### config.mk
export PLATFORM = sky130hd
export DESIGN_NAME = prog_loader
export DESIGN_NICKNAME = d
export VERILOG_FILES = /design/src/rtl/prog_loader_pkg.sv /design/src/rtl/prog_loader.sv
export SDC_FILE = /design/constraint.sdc
export NUM_CORES = 1
export LEC_CHECK = 0
export CAP_MARGIN = 10
export CORE_MARGIN = 4
export CORE_UTILIZATION = 38
export DETAILED_ROUTE_END_ITERATION = 8
export PLACE_DENSITY = 0.6
export SYNTH_ARGS = -nofsm -noshare
export SYNTH_HDL_FRONTEND = slang
export SYNTH_SLANG_ARGS = --single-unit
### constraint.sdc
create_clock -name clk -period 2.2 [get_ports clk]
set_input_delay 0.22 -clock clk [delete_from_list [all_inputs] [get_ports clk]]
set_output_delay 0.22 -clock clk [all_outputs]
set_load 0.02 [all_outputs]
### src/rtl/prog_loader_pkg.sv
// ----------------------------------------------------------------------------
// prog_loader_pkg
// Shared CPU-side definitions used by the program loader: the default memory
// geometry (1024 bytes of 8 bits) and the loader state encoding.
// ----------------------------------------------------------------------------
package prog_loader_pkg;

  localparam int DEF_ADDR_WIDTH = 10;
  localparam int DEF_DATA_WIDTH = 8;

  typedef enum logic [2:0] {
    ST_IDLE,
    ST_LOAD,
    ST_FLUSH,
    ST_START,
    ST_RUN
  } state_e;

endpackage

### src/rtl/prog_loader.sv
// ----------------------------------------------------------------------------
// prog_loader
// Streams a program image from a host into CPU memory, then starts the CPU
// and waits for it to halt.
//
// Ports
//   clk, rst_n     clock, asynchronous active-low reset
//   load_req       one-cycle load request (honoured in IDLE only)
//   base_addr      first memory address, captured with load_req
//   byte_cnt       bytes to load (0..2**MEMORY_ADDR_WIDTH), captured with load_req
//   abort          synchronous abort back to IDLE
//   s_data/s_valid/s_ready   host byte stream (valid/ready handshake)
//   cpu_halt       CPU has executed HALT
//   mem_addr/mem_dataout/mem_we   registered memory write port
//   bus_own        loader owns the memory bus (external mux select)
//   cpu_start      one-cycle CPU start pulse
//   busy           loader not idle
//   done           one-cycle pulse when the CPU halts after a load
//   checksum       modulo-2**MEMORY_DATA_WIDTH sum of accepted bytes
// ----------------------------------------------------------------------------
module prog_loader
  import prog_loader_pkg::*;
#(
  parameter int MEMORY_ADDR_WIDTH = DEF_ADDR_WIDTH,
  parameter int MEMORY_DATA_WIDTH = DEF_DATA_WIDTH
) (
  input  logic                         clk,
  input  logic                         rst_n,
  input  logic                         load_req,
  input  logic [MEMORY_ADDR_WIDTH-1:0] base_addr,
  input  logic [MEMORY_ADDR_WIDTH:0]   byte_cnt,
  input  logic                         abort,
  input  logic [MEMORY_DATA_WIDTH-1:0] s_data,
  input  logic                         s_valid,
  output logic                         s_ready,
  input  logic                         cpu_halt,
  output logic [MEMORY_ADDR_WIDTH-1:0] mem_addr,
  output logic [MEMORY_DATA_WIDTH-1:0] mem_dataout,
  output logic                         mem_we,
  output logic                         bus_own,
  output logic                         cpu_start,
  output logic                         busy,
  output logic                         done,
  output logic [MEMORY_DATA_WIDTH-1:0] checksum
);

  localparam logic [MEMORY_ADDR_WIDTH-1:0] ADDR_ONE = {{(MEMORY_ADDR_WIDTH-1){1'b0}}, 1'b1};
  localparam logic [MEMORY_ADDR_WIDTH:0]   CNT_ONE  = {{MEMORY_ADDR_WIDTH{1'b0}}, 1'b1};

  state_e                       state;
  logic [MEMORY_ADDR_WIDTH-1:0] wr_addr;    // address of the next accepted byte
  logic [MEMORY_ADDR_WIDTH:0]   remaining;  // bytes still to accept
  logic                         handshake;

  assign handshake = s_valid & s_ready;

  // NOTE: all state and outputs update with non-blocking assignments so every
  // register samples pre-edge values; blocking here would create ordering races.
  always_ff @(posedge clk or negedge rst_n) begin
    if (!rst_n) begin
      state       <= ST_IDLE;
      wr_addr     <= '0;
      remaining   <= '0;
      s_ready     <= 1'b0;
      mem_addr    <= '0;
      mem_dataout <= '0;
      mem_we      <= 1'b0;
      bus_own     <= 1'b0;
      cpu_start   <= 1'b0;
      busy        <= 1'b0;
      done        <= 1'b0;
      checksum    <= '0;
    end else begin
      // Strobes default low so each is a single-cycle pulse unless re-armed.
      mem_we    <= 1'b0;
      cpu_start <= 1'b0;
      done      <= 1'b0;

      if (abort) begin
        // Dropping mem_we via the default discards a same-cycle handshake.
        state   <= ST_IDLE;
        s_ready <= 1'b0;
        bus_own <= 1'b0;
        busy    <= 1'b0;
      end else begin
        case (state)
          ST_IDLE: begin
            if (load_req) begin
              wr_addr   <= base_addr;
              remaining <= byte_cnt;
              checksum  <= '0;
              busy      <= 1'b1;
              if (byte_cnt == '0) begin
                state     <= ST_START;
                cpu_start <= 1'b1;
              end else begin
                state   <= ST_LOAD;
                s_ready <= 1'b1;
                bus_own <= 1'b1;
              end
            end
          end

          ST_LOAD: begin
            if (handshake) begin
              mem_we      <= 1'b1;
              mem_addr    <= wr_addr;
              mem_dataout <= s_data;
              wr_addr     <= wr_addr + ADDR_ONE;  // wraps at the top of memory
              remaining   <= remaining - CNT_ONE;
              checksum    <= checksum + s_data;
              if (remaining == CNT_ONE) begin
                state   <= ST_FLUSH;
                s_ready <= 1'b0;
              end
            end
          end

          // The final write is on the bus during FLUSH; release it afterwards.
          ST_FLUSH: begin
            state     <= ST_START;
            bus_own   <= 1'b0;
            cpu_start <= 1'b1;
          end

          ST_START: state <= ST_RUN;

          ST_RUN: begin
            if (cpu_halt) begin
              state <= ST_IDLE;
              busy  <= 1'b0;
              done  <= 1'b1;
            end
          end

          default: begin
            state   <= ST_IDLE;
            s_ready <= 1'b0;
            bus_own <= 1'b0;
            busy    <= 1'b0;
          end
        endcase
      end
    end
  end

endmodule

==> impl.org <==
** Final layout
- The area growth from synthesis to layout is 31.0%.
- Final Util :: 51.9%
- The repair_antennas step left the layout with diodes totalling 0.
- Fraction of layout cells with a size suffix above 1 :: 16.0%
- After the last flow step, the layout net total stands at 432.
- Number of standard cells in the final layout excluding fillers :: 489
- The finished cells cover 0.00405 mm².
- Fill cells in the final layout number 743.

** Die
- Number of top-level pins :: 67
- In this run the standard cell core region covers 0.00781 mm².
- Initial standard-cell utilization of the core :: 39.6%
- Die Y-Extent :: 98.2 µm
- The die is 98.2 µm wide.
- The floorplan step defined a die boundary enclosing 0.00964 mm².
- Core Rows :: 32

** Critical path
- Buf/Inv on CP :: 0
- The worst setup path is captured at a flip-flop.
- CP startpoint :: checksum[0]
- The critical path is of the reg2reg type.
- Data arrival time of the critical path :: 2.18 ns
- Grouping stages by cell kind, the critical path spends the most delay in compound AO/OA/AOI/OAI gates.
- Startpoint type of the worst setup path :: flip-flop
- Number of cells on the worst reg-to-reg path :: 7
- Largest fanout on the critical path :: 3
- The slowest stage of the critical path belongs to the cell dfrtp_1.
- CP Cell Sequence :: ha_1, fa_1, a211oi_1, o21bai_1, a21oi_1, xnor2_1, a22o_1
- The endpoint identified for the worst register-to-register timing path is checksum[6].
- The worst register-to-register path begins at checksum[0].
- In this design, the stage delay of the slowest critical-path cell is 0.41 ns.
- Setup slack on the worst reg-to-reg path comes out at 0.23 ns.
- At the worst endpoint, the required time is 2.41 ns.
- Counting buffers and inverters, the worst setup path is 7 cells deep.

** Synth
- Area share of the largest cell type after synthesis :: 45.3%
- Of the post-synthesis cell area, the part taken by muxes is 6.88%.
- The synthesized design contains 0 enable-type register cells.
- Sequential cells were found to cover 45.3% of the synthesized design area.
- Post-synth net total :: 357
- Flip-flop and latch count after synthesis :: 56
- The synthesized netlist devotes 1.13% of its cell area to XOR and XNOR gates.
- Cell types with the largest area share after synthesis :: dfrtp_1, mux2_2, a21oi_1
- Async SR Flop Fraction :: 100%
- dfrtp_1 takes more of the synthesized area than any other cell.
- Post-synthesis simple-gate area fraction :: 17.5%
- dfrtp_1 is the most common cell in the netlist.
- Summing the areas of all fa, ha and maj instances in the mapped netlist gives 4.69% of the synthesized area.
- In this run the mean area of a mapped cell was 9.94 µm².
- Summing the areas of all compound-gate instances in the mapped netlist gives 19.6% of the synthesized area.
- The Yosys step of the flow raised 0 warnings.
- By count the netlist is led by dfrtp_1, a21oi_1, nor2_1.
- Area of the mapped netlist :: 0.00309 mm²
- After synthesis, the netlist uses 54 different library cells.
- By area, the combinational part of the netlist is dominated by compound AO/OA/AOI/OAI gates.
- After technology mapping, the gate count stands at 311.
- Commonest register cell after synthesis :: dfrtp_1

** CTS
- The longest clock path from root to sink contains 2 buffers.
- Clock-pin slew was measured on the worst setup and hold paths at 0.10 ns.
- The number of clock buffers added by TritonCTS is 5.
- Counting every sink on the clock net gives 56.
- The tree is rooted in a clkbuf_8.
- The clock reaches the later pin of the worst-skew pair after 0.32 ns.
- CTS built an H-tree with a depth of 2.
- TritonCTS built the clock tree.

** Global route
- After global routing the overflow that remains totals 0.
- The number of antenna violations at the first check in global routing was 0.
- Entering global routing, the biggest net connects 35 pins.
- Via count of the first global-routing pass :: 2635
- The first global-routing pass estimated 12500 µm of wire.
- In the global route stage, overall resource usage came out at 15.5%.

** Placed design
- Cell area after placement :: 0.00393 mm²
- Routability-driven placement finished with a final weighted congestion of 0.822.
- During placement, the flow inserted port buffers numbering 66.
- Once placement completed, the tool counted placed cells totaling 480.
- Before CTS, the worst setup slack after placement is -0.0380 ns.
- Detail Placement HPWL :: 5350 µm

** STA
- Minimum setup slack in the final design :: 0.226 ns
- The total count of max-transition violations in the final report was 0.
- Slew at the pin closest to its max-slew limit :: 0.557 ns
- Ratio of final minimum period to clock period :: 89.7%
- The final-report hold violation count came to 0.
- Counting I/O delays and the setup requirement, the final critical path takes 1.97 ns.
- Fmax :: 0.507 GHz
- Between clock sinks in the finished design, the worst skew comes to 0.0143 ns.
- Setup violation total in the final timing report :: 0
- Headroom to the max-slew limit came out at 62.9%.
- Setup repair after global routing left no endpoint under its margin.

** Flow run
- Across the run, the number of max-cap violations was 0.

** Detailed routing
- Dividing the detail-routed wire length by the instance count gives 14.9 µm.
- Post-Route WL :: 7280 µm
- 1st-pass router iterations :: 4
- DRC errors left :: 0
- The count of nets left with antenna violations once routing finished came out at 0.
- Number of vias per cell :: 5.33
- The detailed router finished its first iteration with 88 violations.
- Vias :: 2605

** Pwr
- Power comes to 3.80 mW.
- For this design the static power due to leakage is 1.72 nW.
- For this design the ratio of total power to cell area is 938 mW/mm².
- The worst-case IR drop observed on VDD is 0.381 mV.

** Outcome
- Outcome :: complete, no violations

** Hold path
- Type of the most critical hold path :: in2async
-- cell type report --
cell class / instances / area (µm²) / area share, %
clock inverter: 3 / 46.3 / 1.14
multi-input combinational: 232 / 1540 / 38.1
timing repair buffer: 86 / 846 / 20.9
sequential: 56 / 1400 / 34.6
clock buffer: 5 / 68.8 / 1.70
inverter: 5 / 18.8 / 0.463
tap: 102 / 128 / 3.15
-- how the worst max path moves through the flow --
| stage | endpoint | slack [ns] |
|---|---|---|
| 2_1_floorplan | checksum[6] | 0.21 |
| 3_3_place_gp | checksum[6] | -0.04 |
| 3_5_place_dp | checksum[6] | -0.04 |
| 4_1_cts | checksum[6] | 0.21 |
| 5_1_grt | checksum[6] | 0.09 |
| 6_report | checksum[6] | 0.23 |
-- routing by layer --
layer / vias to the layer above / global-route usage [%] / wire, µm
met2: 62 / 25.5 / 3320
met1: 1241 / 20.4 / 3470
met4: 0 / 3.99 / 88
met3: 10 / 4.14 / 405
met5: - / 0 / 0
li1: 1292 / - / -
-- metrics by stage --
step | hold WS [ns] | TNS (ns)
detailed placement | 0.247 | -0.0380
CTS | 0.439 | 0
finish | 0.420 | 0
global route | 0.457 | 0
global placement | 0.240 | -0.0434
floorplan | -0.0756 | 0
-- sequential cells by signal, summed over array words and instances, names as in the netlist --
signal       flops
bus_own          1
busy             1
checksum         8
cpu_start        1
done             1
mem_addr        10
mem_dataout      8
mem_we           1
remaining       11
s_ready          1
state            3
wr_addr         10
-- cell usage in the layout, fill, tap and decap left out, drive strengths merged, types with 2 or more instances in the layout --
cell / Yosys / routed
nand4: 5 / 5
a22o: 6 / 6
xnor2: 2 / 2
nor2: 33 / 33
a21oi: 36 / 36
clkbuf: 2 / 5
nor3: 9 / 9
o2bb2ai: 2 / 2
nand3b: 2 / 2
o22ai: 6 / 6
a211oi: 7 / 7
ha: 10 / 10
dfrtp: 56 / 56
or3: 3 / 3
and3: 3 / 3
o21ai: 20 / 20
clkdlybuf4s50: 0 / 65
o211ai: 2 / 2
and4b: 2 / 2
nand3: 9 / 9
a31oi: 4 / 4
nor4: 6 / 6
and4: 2 / 2
a21o: 4 / 4
mux2: 18 / 18
nor2b: 2 / 2
nand2: 19 / 19
nand2b: 3 / 3
buf: 16 / 20
xor2: 2 / 2
inv: 5 / 6
-- what timing repair did --
item | CTS | global route
gates resized for setup | 0 | 0
hold buffers | 1 | 0
endpoints found under the hold margin | 22 | 0
setup endpoints to repair | 0 | 0
setup buffers | 0 | 0
-- logic make-up (layout without fill, tap and decap cells) --
group,count (synthesis),in the layout
muxes,19,19
xor gates and xnor gates,4,4
AOI/OAI and AO/OA,95,95
adders and majority gates,11,11
buffers and inverters,23,99
DFF,56,56
and+or+nand+nor,103,103
-- report_power, final --
group	internal, mW	switching [mW]	leakage (nW)
Clock	0.344	0.359	0.0548
Sequential	1.35	0.279	0.706
Combinational	0.743	0.730	0.958
Total	2.43	1.37	1.72
(Power assumes the default switching activity.)
